$ cat src/rtl/debounce_multi.sv
// -----------------------------------------------------------------------------
// debounce_multi
//
// Purpose:
//   Multi-channel switch debouncer. Every raw input bit is brought into the
//   clk_in domain through a two-flop synchroniser, then sampled on a shared
//   prescaled tick. A channel only accepts a new level after STABLE_CNT
//   consecutive ticks that disagree with the current level; any agreeing
//   sample in between restarts that count. Accepted transitions produce
//   single-cycle rise/fall pulses that line up with the level change.
//
// Optional feature (macro DEBOUNCE_REPEAT_EN):
//   When defined, each channel gets an auto-repeat counter. While level is
//   held high, rpt pulses REPEAT_DELAY ticks after the rise and then every
//   REPEAT_PERIOD ticks. When undefined, the repeat logic is not built and
//   rpt is tied to 0 (REPEAT_* parameters are then ignored).
//
// Parameters:
//   N_CH          number of independent channels (1..32)
//   STABLE_CNT    consecutive disagreeing ticks needed to accept (1..255)
//   TICK_DIV      clk_in cycles per sample tick (1..65535)
//   REPEAT_DELAY  ticks from rise to first rpt pulse (repeat build only)
//   REPEAT_PERIOD ticks between later rpt pulses (repeat build only)
//
// Ports:
//   clk_in  in   1     sole clock, rising edge
//   rst     in   1     asynchronous, active-low reset
//   din     in   N_CH  raw bouncing inputs, one bit per channel
//   level   out  N_CH  debounced level (registered)
//   rise    out  N_CH  one-cycle pulse on an accepted 0->1 change
//   fall    out  N_CH  one-cycle pulse on an accepted 1->0 change
//   rpt     out  N_CH  auto-repeat pulse while level is high (0 if compiled out)
// -----------------------------------------------------------------------------
module debounce_multi #(
  parameter int N_CH          = 4,
  parameter int STABLE_CNT    = 10,
  parameter int TICK_DIV      = 1,
  parameter int REPEAT_DELAY  = 50,
  parameter int REPEAT_PERIOD = 10
) (
  input  logic            clk_in,
  input  logic            rst,
  input  logic [N_CH-1:0] din,
  output logic [N_CH-1:0] level,
  output logic [N_CH-1:0] rise,
  output logic [N_CH-1:0] fall,
  output logic [N_CH-1:0] rpt
);

  // Stability counter is sized to hold STABLE_CNT, but it is cleared on the
  // increment that reaches STABLE_CNT, so it never actually wraps.
  localparam int CW = $clog2(STABLE_CNT + 1);
  localparam logic [CW-1:0] CNT_LAST = CW'(STABLE_CNT - 1);

  // A one-cycle prescaler still needs a 1-bit register; it simply stays 0.
  localparam int PW = (TICK_DIV > 1) ? $clog2(TICK_DIV) : 1;
  localparam logic [PW-1:0] PRE_LAST = PW'(TICK_DIV - 1);

`ifdef DEBOUNCE_REPEAT_EN
  localparam int RMAX = (REPEAT_DELAY > REPEAT_PERIOD) ? REPEAT_DELAY : REPEAT_PERIOD;
  localparam int RW   = $clog2(RMAX + 1);
`else
  // Repeat parameters are intentionally unused in this build.
  localparam int unused_repeat_cfg = REPEAT_DELAY + REPEAT_PERIOD;
`endif

  // ---------------------------------------------------------------------------
  // Two-flop synchroniser for all raw inputs
  // ---------------------------------------------------------------------------
  logic [N_CH-1:0] r_sync1;
  logic [N_CH-1:0] r_sync2;

  always_ff @(posedge clk_in or negedge rst) begin
    if (!rst) begin
      r_sync1 <= '0;
      r_sync2 <= '0;
    end else begin
      r_sync1 <= din;
      r_sync2 <= r_sync1;
    end
  end

  // ---------------------------------------------------------------------------
  // Shared sample-tick prescaler
  // ---------------------------------------------------------------------------
  logic [PW-1:0] r_pre;
  logic          w_tick;

  assign w_tick = (r_pre == PRE_LAST);

  always_ff @(posedge clk_in or negedge rst) begin
    if (!rst) begin
      r_pre <= '0;
    end else if (w_tick) begin
      r_pre <= '0;
    end else begin
      r_pre <= r_pre + PW'(1);
    end
  end

  // ---------------------------------------------------------------------------
  // Per-channel debounce state
  // ---------------------------------------------------------------------------
  for (genvar gi = 0; gi < N_CH; gi++) begin : g_ch
    logic [CW-1:0] r_cnt;
    logic          r_level;
    logic          r_rise;
    logic          r_fall;
    logic          w_diff;
    logic          w_accept;
    logic          w_level_next;

    assign w_diff       = r_sync2[gi] ^ r_level;
    // Accept on the tick whose increment would make the count STABLE_CNT.
    assign w_accept     = w_tick & w_diff & (r_cnt == CNT_LAST);
    assign w_level_next = w_accept ? r_sync2[gi] : r_level;

    always_ff @(posedge clk_in or negedge rst) begin
      if (!rst) begin
        r_cnt   <= '0;
        r_level <= 1'b0;
        r_rise  <= 1'b0;
        r_fall  <= 1'b0;
      end else begin
        // Pulses are registered alongside level so they appear together.
        r_rise  <= w_accept &  r_sync2[gi];
        r_fall  <= w_accept & ~r_sync2[gi];
        r_level <= w_level_next;
        if (w_tick) begin
          if (!w_diff || w_accept) begin
            r_cnt <= '0;
          end else begin
            r_cnt <= r_cnt + CW'(1);
          end
        end
      end
    end

    assign level[gi] = r_level;
    assign rise[gi]  = r_rise;
    assign fall[gi]  = r_fall;

`ifdef DEBOUNCE_REPEAT_EN
    logic [RW-1:0] r_rcnt;
    logic          r_rphase;   // 0: waiting for first repeat, 1: periodic
    logic          r_rpt;
    logic          w_hold;
    logic [RW-1:0] w_rcnt_inc;
    logic [RW-1:0] w_rtarget;

    // Count only while level is high and is not being dropped on this edge,
    // so no repeat pulse can coincide with the fall pulse.
    assign w_hold     = r_level & w_level_next;
    assign w_rcnt_inc = r_rcnt + RW'(1);
    assign w_rtarget  = r_rphase ? RW'(REPEAT_PERIOD) : RW'(REPEAT_DELAY);

    always_ff @(posedge clk_in or negedge rst) begin
      if (!rst) begin
        r_rcnt   <= '0;
        r_rphase <= 1'b0;
        r_rpt    <= 1'b0;
      end else begin
        r_rpt <= 1'b0;
        if (!w_hold) begin
          r_rcnt   <= '0;
          r_rphase <= 1'b0;
        end else if (w_tick) begin
          if (w_rcnt_inc == w_rtarget) begin
            r_rpt    <= 1'b1;
            r_rcnt   <= '0;
            r_rphase <= 1'b1;
          end else begin
            r_rcnt <= w_rcnt_inc;
          end
        end
      end
    end

    assign rpt[gi] = r_rpt;
`else
    assign rpt[gi] = 1'b0;
`endif
  end

endmodule

$ cat config.mk
export PLATFORM = sky130hd
export DESIGN_NAME = debounce_multi
export DESIGN_NICKNAME = d
export VERILOG_FILES = /design/src/rtl/debounce_multi.sv
export SDC_FILE = /design/constraint.sdc
export NUM_CORES = 1
export LEC_CHECK = 0
export ABC_AREA = 1
export ABC_CLOCK_PERIOD_IN_PS = 1200
export CAP_MARGIN = 20
export CORE_MARGIN = 2
export CORE_UTILIZATION = 53
export CTS_CLUSTER_SIZE = 24
export DETAILED_ROUTE_END_ITERATION = 16
export PLACE_DENSITY = 0.78
export RECOVER_POWER = 100
export SYNTH_ARGS = -nofsm -noshare
export SYNTH_HDL_FRONTEND = slang
export SYNTH_SLANG_ARGS = --single-unit
$ cat constraint.sdc
create_clock -name clk_in -period 1.2 [get_ports clk_in]
set_input_delay 0.18 -clock clk_in [delete_from_list [all_inputs] [get_ports clk_in]]
set_output_delay 0.18 -clock clk_in [all_outputs]
set_load 0.05 [all_outputs]
### Yosys cells after proc, flatten, opt, wreduce, memory -nomap -nowiden

Cells that the tools add are included.

| cells by class | value |
|---|---|
| add/subtract/negate cells | 5 |
| multiply operators | 0 |
| divide/modulo/power cells | 0 |
| $lt $le $gt $ge | 0 |
| eq/ne operators | 4 |
| shift operators | 0 |
| mux-type cells | 5 |
| bitwise operators | 25 |
| reduce and logical (&&, ||, !) cells | 8 |

Operator list:

| operator | number |
|---|---|
| $add A4 B1 Y4 const B | 4 |
| $and A1 B1 Y1 | 16 |
| $eq A4 B4 Y1 const B | 4 |
| $mux W4 | 4 |
| $not A1 Y1 | 5 |
| $logic_not A1 Y1 | 4 |
| $logic_or A1 B1 Y1 | 4 |
| $xor A1 B1 Y1 | 4 |
| $add A1 B1 Y1 const B | 1 |
| $mux W1 | 1 |

| word-level totals | value |
|---|---|
| register bits after elaboration | 37 |
| bits in latches | 0 |
| RAM bits | 0 |
| bits in read-only memories | 0 |
| input bits | 6 |
| output and inout bits | 16 |
| logic and storage cells | 66 |
| memories | 0 |

### Longest topological paths before layout

Gate-level depths: netlist of the first run.

| depth | value |
|---|---|
| depth in word-level cells | 5 |
| depth in mapped cells | 5 |
| depth with buffers taken out | 5 |

### Least setup slack after synthesis of the first run

No wires, ideal clock.

| timing path | value |
|---|---|
| path type | flip-flop to flip-flop |
| from | register g_ch[0].r_cnt[1] |
| to | register g_ch[0].r_cnt[0] |
| library setup time | 0.122 ns |
| data arrival time | 0.845 ns |
| data required time | 1.078 ns |
| slack | 0.233 ns |
| cell stages (with the launch flop) | 6 |
| buffers on the path | 0 |
| clock period less this slack | 0.967 ns |
| path through | dfrtp_1 inv_1 ha_1 nand3b_4 nand2_4 nor2_1 |

| on the way | value |
|---|---|
| cells in the longest elaborated chain, start to end | 4 |

Ends and longest elaborated chain:

| what | RTL line | RTL |
|---|---|---|
| from (decl) | 105 | `logic [CW-1:0] r_cnt;` |
| from (signal assigned) | 133 | `r_cnt <= r_cnt + CW'(1);` |
| $eq A4 B4 Y1 | 115 | `assign w_accept = w_tick & w_diff & (r_cnt == CNT_LAST);` |
| $and A1 B1 Y1 | 115 |  |
| $logic_or A1 B1 Y1 | 130 | `if (!w_diff \|\| w_accept) begin` |
| $mux W4 | 130 |  |

No other way between the ends.
A chain may end at the register's enable or synchronous reset.

### Final worst setup path of the first run

| timing path | value |
|---|---|
| from | register g_ch[2].r_level |
| to | output port level[2] |

RTL lines:

| what | RTL line | RTL |
|---|---|---|
| from (decl) | 106 | `logic r_level;` |
| from (signal assigned) | 128 | `r_level <= w_level_next;` |
| to (decl) | 44 | `output logic [N_CH-1:0] level,` |

No word-level cell between the ends.

==> flow_summary.yaml, run 1 <==
run_status:
  status: "complete, but fails checks"
  violations: "design-rule violations"
setup_path:
  cp_max_fo: 4
  regToRegEndpoint: "g_ch[0].r_cnt[0]"
  worstPathRequired_ps: 1020
  ff2ff_setup_slack_ps: 100
  crit_arrival_ps: 970
  crit_end: "level[2]"
  crit_slowest_cell: "dfrtp_1"
  cpPeakStageDelay_ps: 460
  path_cells: "buf_12"
  worstReg2RegStart: "g_ch[0].r_cnt[1]"
  crit_start: "g_ch[2].r_level"
  r2r_cells: 5
  worstSetupEndpointType: "primary output"
  crit_buf_inv: 1
  cp.depth: 1
  critPathTopFamily: "flip-flops"
  startpoint_type: "register"
  path_class: "register to primary output"
routing:
  m1WireLength_um: 825
  num_vias: 941
  wl_met3_um: 139
  final_antenna_net_count: 0
  drt_wl_total_um: 2110
  vias_per_cell: 4.85
  highest-signal-layer: "met4"
  drt_iter0_drc: 41
  first_pass_iters: 10
  post-route-drc-count: 2
  wire_per_inst_um: 10.9
  wl_met2_um: 1050
yosys:
  yosysTopAreaCellShare_pct: 56.3
  synthAdderAreaFrac_pct: 6.25
  yosys.area.top_type: "dfrtp_1"
  yosysSeqAreaShare_pct: 56.3
  yosys.area_share.simple_pct: 22.5
  syn_area_sq_um: 1600
  ys_top_cells_by_area: "dfrtp_1 56%, buf_4 7.5%, ha_1 6.3%"
  syn_inst: 149
  synth_area_per_cell_sq_um: 10.7
  synth_top_family_by_area: "simple AND/OR/NAND/NOR gates"
  ys_types: 14
  synthXorXnorAreaFrac_pct: 2.19
  synth_compound_area_share_pct: 1.25
  synthMuxAreaShare_pct: 0
  ys_warn_count: 0
  synth-seq-cells: 36
finish:
  syn_to_final_growth_pct: 10.1
  layout_commonest_cell: "dfrtp_1"
  final_cell_mix: "36 x dfrtp_1, 26 x nand2_1, 20 x nor2_1"
  instances_no_fill: 194
  antenna_cells: 0
  fin_nets: 176
  drive_gt1_share_pct: 18.4
clock_network:
  post-cts-setup-buffers: 0
  htreeDepth: 2
  cts_buffer_depth: 2
  path_clk_slew_ps: 100
  cts_root_buf: "clkbuf_4"
  cts.sinks: 36
  cts_tree: "built"
  cts_made_buffers: 5
  clk_latency_ps: 330
timing:
  max_slew.worst_pin.slew_ps: 749
  fmax_mhz: 869
  max_slew_margin_pct: 50.1
  hold_viol: 0
  final.min_clock_period_ps: 1150
  finalSetupTns_ps: 0
  drv_slew: 0
  rsz0062_at_grt: "no"
  fin_skew_ps: 8.17
  setup_violations: 0
  fin_crit_sh_pct: 95.8
placed_design:
  gp_congestion: 0.780
  dp_cells: 185
  dp_hpwl_um: 1600
  numPortBuffers: 17
floorplan:
  io_pins: 22
  dieArea_sq_um: 3480
  design.core.area_sq_um: 2810
  dieWidth_um: 59.0
  die_h_um: 59.0
  num_rows: 19
  initial_core_util_pct: 57.0
job:
  cap_violations: 0
global_routing:
  grt_pass1_wl_um: 3880
  antenna_found_initial: 0
  grt_pass1_vias: 956
  grtUsageTotal_pct: 15.4
  grt_max_degree: 37
  globalRoute.totalOverflow: 0
min_path:
  hold_class: "register to register"
power_and_ir_drop:
  ir_drop_v: 0.000744
  p_leak_nw: 0.973
  power.density_nw_per_um2: 1340
==> cells by family (layout without fill, tap and decap cells) <==
logic type / Yosys count / count (layout)
adders and majority gates: 8 / 8
DFF: 36 / 36
buffers and inverters: 32 / 43
other: 1 / 4
and+or+nand+nor: 64 / 64
AOI/OAI and AO/OA: 4 / 4
xor gates and xnor gates: 4 / 4
==> timing repair <==
item,CTS,global route
hold endpoints to repair,36,0
hold buffers,1,0
gates resized for setup,0,0
==> cell usage after synthesis (all sizes together) <==
| library cell | number |
|---|---|
| conb | 1 |
| nand4 | 4 |
| inv | 16 |
| nand3 | 4 |
| ha | 8 |
| nand3b | 4 |
| buf | 16 |
| xnor2 | 4 |
| dfrtp | 36 |
| nor2 | 24 |
| nand2 | 28 |
| o21ai | 4 |
==> routing by layer <==
metal,up-vias,global-route usage (%)
li1,466,-
met1,442,16.9
met2,23,25.9
met3,10,5.93
met4,0,7.79
met5,-,0
==> area by class of cell <==
class	count	area (sq um)
fillers	231	1040
well taps	31	38.8
clock buffers	8	58.8
multi-input cells	84	515
flip-flops and latches	36	901
inverters	16	60.1
repair buffers	19	188
==> where the power goes <==
group,internal (mW),leakage (nW),total (mW),switching (mW)
clock,0.289,0.0326,0.650,0.361
combinational,0.134,0.467,0.326,0.192
sequential,1.29,0.474,1.38,0.0882
total,1.72,0.973,2.36,0.642
==> per-stage QoR <==
stage	setup WS (ps)	total power, mW	instance area [sq um]	hold slack [ps]	util (%)
2_1_floorplan	233	1.65	1610	-116	-
3_3_place_gp	188	1.73	1820	233	65.0
3_5_place_dp	119	1.76	1820	236	65.0
4_1_cts	33.4	2.42	1890	256	67.4
5_1_grt	13.8	2.51	1760	364	62.8
6_report	49.9	2.36	1760	355	62.8
==> state kept, by name (all words and copies together), names as in the netlist <==
signal / flops
g_ch.r_cnt: 16
g_ch.r_fall: 4
g_ch.r_level: 4
g_ch.r_rise: 4
r_sync1: 4
r_sync2: 4
==> how the worst min path moves through the flow <==
stage / start / endpoint / slack (ps) / depth (start not counted)
after floorplan: rst / g_ch[0].r_cnt[0] / -120 / 0
after global placement: rst / r_sync2[1] / 230 / 2
after detailed placement: rst / r_sync2[1] / 240 / 2
after CTS: din[2] / r_sync1[2] / 260 / 1
after global routing: r_sync1[0] / r_sync2[0] / 360 / 0
final: r_sync1[0] / r_sync2[0] / 350 / 0
Power figures use the tool's default switching activity.
==> inputs of run 2 (changes only) <==
Settings changed: ABC_CLOCK_PERIOD_IN_PS 1200 to 1400, CORE_UTILIZATION 53 to 57, GPL_ROUTABILITY_DRIVEN set to 0, PLACE_DENSITY 0.78 to 0.83.
Clock period 1.2 ns to 1.4 ns, I/O delays scaled along.
==> run 2 against run 1 <==
Against the previous run:
- sequential share of layout area is 3.0 points higher
- the run now ends clean
- utilization decreased by 1.4 points
- critical path depth stayed put
- clock skew decreased by 4.8 ps
- register-to-register slack improved by 110 ps
- global-route usage up 1.6 points
- combinational power down 21%
- non-clock buffer count shrank 1
- largest cell class unchanged
- sequential power down 14%
- die area shrank 6.6%
- critical endpoint unchanged
- first-iteration DRC count fell by 46%
- power is 14% lower
==> flow_summary.yaml, run 2 (synthesis gave the netlist of run 1 again) <==
run_status:
  status: "completed"
global_routing:
  grtUsageTotal_pct: 17.0
  grt_pass1_wl_um: 4070
  globalRoute.totalOverflow: 0
  antenna_found_initial: 0
  grt_max_degree: 37
  grt_pass1_vias: 994
min_path:
  min_path_cells: 0
  hp-start: "r_sync1[3]"
  hold_class: "register to register"
clock_network:
  cts_buffer_depth: 2
  clk_latency_ps: 330
  post-cts-setup-buffers: 0
  ctsResizeCount: 0
  cts_root_buf: "clkbuf_4"
  hold_buffers: 0
  cts.sinks: 36
  cts_tree: "built"
  cts_made_buffers: 5
  htreeDepth: 2
  path_clk_slew_ps: 90
setup_path:
  worstPathRequired_ps: 1190
  crit_buf_inv: 1
  path_class: "register to primary output"
  worstReg2RegStart: "g_ch[3].r_cnt[0]"
  critPathTopFamily: "flip-flops"
  path_cells: "clkbuf_2"
  cpPeakStageDelay_ps: 400
  r2r_cells: 4
  crit_start: "g_ch[2].r_level"
  cp.depth: 1
  crit_arrival_ps: 1030
  cp_max_fo: 4
  startpoint_type: "register"
  worstSetupEndpointType: "primary output"
  crit_slowest_cell: "dfrtp_1"
power_and_ir_drop:
  clkPwrFrac_pct: 28.7
  p_sw_share_pct: 26.5
  power.switching_uw: 537
  power.density_nw_per_um2: 1220
  power_mw: 2.03
  combPwrFrac_pct: 12.6
  p_seq_share_pct: 58.6
  p_int_mw: 1.49
  ir_drop_v: 0.000851
  p_leak_nw: 0.850
routing:
  first_pass_iters: 4
  m1WireLength_um: 970
  wl_met2_um: 1170
  final_antenna_net_count: 0
  wl_met3_um: 128
  num_vias: 978
  drt_iter0_drc: 22
  highest-signal-layer: "met4"
  drt_wl_total_um: 2320
  vias_per_cell: 5.09
  wire_per_inst_um: 12.1
  post-route-drc-count: 0
finish:
  fin_nets: 175
  antenna_cells: 0
  final_cell_mix: "36 x dfrtp_1, 27 x nand2_1, 21 x nor2_1"
  largest_reg_flops: 16
  drive_gt1_share_pct: 14.9
  instances_no_fill: 192
  largest-register: "g_ch.r_cnt"
  layout_commonest_cell: "dfrtp_1"
  syn_to_final_growth_pct: 4.07
floorplan:
  die_h_um: 57.0
  num_rows: 19
  io_pins: 22
  design.core.area_sq_um: 2710
  initial_core_util_pct: 59.0
  dieArea_sq_um: 3250
  dieWidth_um: 57.0
timing:
  fmax_mhz: 809
  fin_skew_ps: 3.37
  drv_slew: 0
  final.min_clock_period_ps: 1240
  max_slew_margin_pct: 45.4
  max_slew.worst_pin.slew_ps: 818
  rsz0062_at_grt: "no"
  finalSetupTns_ps: 0
  setup_violations: 0
  fin_crit_sh_pct: 88.3
  hold_viol: 0
job:
  cap_violations: 0
placed_design:
  numPortBuffers: 17
  dp_cells: 185
  dp_hpwl_um: 1800
## run 2: worst register-to-register path, stage by stage, from the launching register on
cell	delay, ps
dfrtp_1	440
ha_1	210
nand3b_1	160
nand2_1	160
nor2_1	150
## run 2: cell type report
cell class	count	area [sq um]
clock buffers	7	65.1
repair buffers	18	145
multi-input cells	84	455
inverters	16	60.1
flip-flops and latches	36	901
well taps	31	38.8
fillers	228	1040
## run 2: path summary, 6_finish.rpt
| path | end | slack, ps |
|---|---|---|
| min in group asynchronous | g_ch[0].r_cnt[1] | 500 |
| max in group asynchronous | g_ch[2].r_cnt[1] | 390 |
| setup reg to reg | g_ch[3].r_cnt[1] | 210 |
| hold / removal | r_sync2[3] | 360 |
| hold reg to reg | r_sync2[3] | 360 |
| setup / recovery | level[2] | 160 |
## run 2: power groups by stage
| stage | registers (mW) | clock network [mW] | logic, mW |
|---|---|---|---|
| after floorplan | 1.19 | 0 | 0.227 |
| after global placement | 1.20 | 0 | 0.289 |
| after detailed placement | 1.21 | 0 | 0.310 |
| after CTS | 1.19 | 0.602 | 0.311 |
| after global routing | 1.20 | 0.654 | 0.289 |
| final | 1.19 | 0.582 | 0.256 |
## run 2: per-stage QoR
stage	instance area, sq um	hold WS (ps)	worst slack, ps	util, %
finish	1670	356	163	61.4
global route	1670	368	86.0	61.4
CTS	1910	240	217	70.3
detailed placement	1840	336	326	67.9
global placement	1840	331	398	67.9
floorplan	1610	-85.6	433	-
## run 2: routing by layer
metal  vias up  global-route usage, %
met5         -                      0
met4         0                   6.64
met3         7                   8.16
met2        28                   26.8
met1       479                   20.2
li1        464                      -
==> inputs of run 3 (changes only) <==
Settings changed: PLACE_DENSITY 0.83 to 0.89.
==> run 3 against run 2 <==
Against the previous run:
- critical endpoint unchanged
- non-clock buffer count unchanged
- global-route usage increased by 0.94 points
- die area unchanged
- clock skew increased by 3.9 ps
- sequential share of layout area increased by 0.37 points
- highest routed layer unchanged
- register-to-register slack about the same
==> flow_summary.yaml, run 3 (synthesis gave the netlist of run 1 again) <==
run_status:
  status: "completed"
finish:
  drive_gt1_share_pct: 14.2
  antenna_cells: 0
  largest-register: "g_ch.r_cnt"
  final_cell_mix: "36 x dfrtp_1, 28 x nand2_1, 21 x nor2_1"
  post-route-util_pct: 61.0
  layout_commonest_cell: "dfrtp_1"
  largest_reg_flops: 16
  fin_nets: 175
  syn_to_final_growth_pct: 3.36
placed_design:
  dp_hpwl_um: 1840
  numPortBuffers: 17
routing:
  drt_wl_total_um: 2470
  first_pass_iters: 3
  vias_per_cell: 4.99
  drt_iter0_drc: 13
  wire_per_inst_um: 12.8
  final_antenna_net_count: 0
  num_vias: 964
  post-route-drc-count: 0
global_routing:
  globalRoute.totalOverflow: 0
  grt_pass1_vias: 992
  grt_max_degree: 37
  antenna_found_initial: 0
  grt_pass1_wl_um: 4170
  grtUsageTotal_pct: 17.9
clock_network:
  post-cts-setup-buffers: 0
  cts_made_buffers: 5
  clk_latency_ps: 340
  cts_buffer_depth: 2
  hold_buffers: 0
  htreeDepth: 2
  cts_tree: "built"
  ctsResizeCount: 0
  cts_root_buf: "clkbuf_4"
  path_clk_slew_ps: 110
  cts.sinks: 36
setup_path:
  cpPeakStageDelay_ps: 410
  path_class: "register to primary output"
  startpoint_type: "register"
  crit_slowest_cell: "dfrtp_1"
  worstPathRequired_ps: 1190
  crit_arrival_ps: 1050
  cp_max_fo: 4
  path_cells: "clkbuf_2"
  crit_buf_inv: 1
  critPathTopFamily: "flip-flops"
  worstSetupEndpointType: "primary output"
timing:
  drv_slew: 0
  final.min_clock_period_ps: 1260
  fmax_mhz: 793
  fin_crit_sh_pct: 90.1
  max_slew.worst_pin.slew_ps: 842
  finalSetupTns_ps: 0
  hold_viol: 0
  fin_skew_ps: 7.24
  rsz0062_at_grt: "no"
  timing.hold.ws_ps: 367
  setup_violations: 0
  max_slew_margin_pct: 43.9
floorplan:
  design.core.area_sq_um: 2710
  num_rows: 19
  dieWidth_um: 57.0
  io_pins: 22
  die_h_um: 57.0
  initial_core_util_pct: 59.0
  dieArea_sq_um: 3250
power_and_ir_drop:
  power.density_nw_per_um2: 1290
  power_mw: 2.14
  ir_drop_v: 0.000977
  p_leak_nw: 0.850
min_path:
  hold_class: "register to register"
job:
  cap_violations: 0
run 3: worst paths after layout:
| check | depth (start not counted) | startpoint | endpoint | slack, ps |
|---|---|---|---|---|
| worst max-delay path | 1 | g_ch[2].r_level | level[2] | 140 |
| worst min-delay path | 0 | r_sync1[0] | r_sync2[0] | 370 |
| worst max register to register | 4 | g_ch[3].r_cnt[0] | g_ch[3].r_cnt[2] | 220 |
| worst min register to register | 0 | r_sync1[0] | r_sync2[0] | 370 |
| max in group asynchronous | 2 | rst | g_ch[3].r_cnt[2] | 380 |
| min in group asynchronous | 2 | rst | g_ch[1].r_fall | 500 |
run 3: layout make-up:
class / instances / area (sq um)
tap: 31 / 38.8
clock inverter: 2 / 35.0
multi-input combinational: 84 / 448
sequential: 36 / 901
fill: 225 / 1060
inverter: 16 / 60.1
timing repair buffer: 18 / 130
clock buffer: 6 / 41.3
run 3: routing by layer:
metal | up-vias | global-route usage, % | part of all wire [%]
li1 | 465 | - | -
met2 | 25 | 28.6 | 49
met5 | - | 0 | 0
met4 | 0 | 11.0 | 3.3
met3 | 8 | 8.39 | 5.7
met1 | 466 | 19.3 | 42
run 3: through the flow:
stage	setup slack (ps)	cell area [sq um]	std cells
after floorplan	433	1610	152
after global placement	402	1840	185
after detailed placement	331	1840	185
after CTS	193	1920	193
after global routing	85.3	1650	193
final	139	1650	193
run 3: report_power, final:
part | total (mW) | leakage (nW) | switching, mW | internal (mW)
Sequential | 1.18 | 0.474 | 0.0749 | 1.11
Combinational | 0.244 | 0.334 | 0.156 | 0.0881
Clock | 0.710 | 0.0422 | 0.336 | 0.374
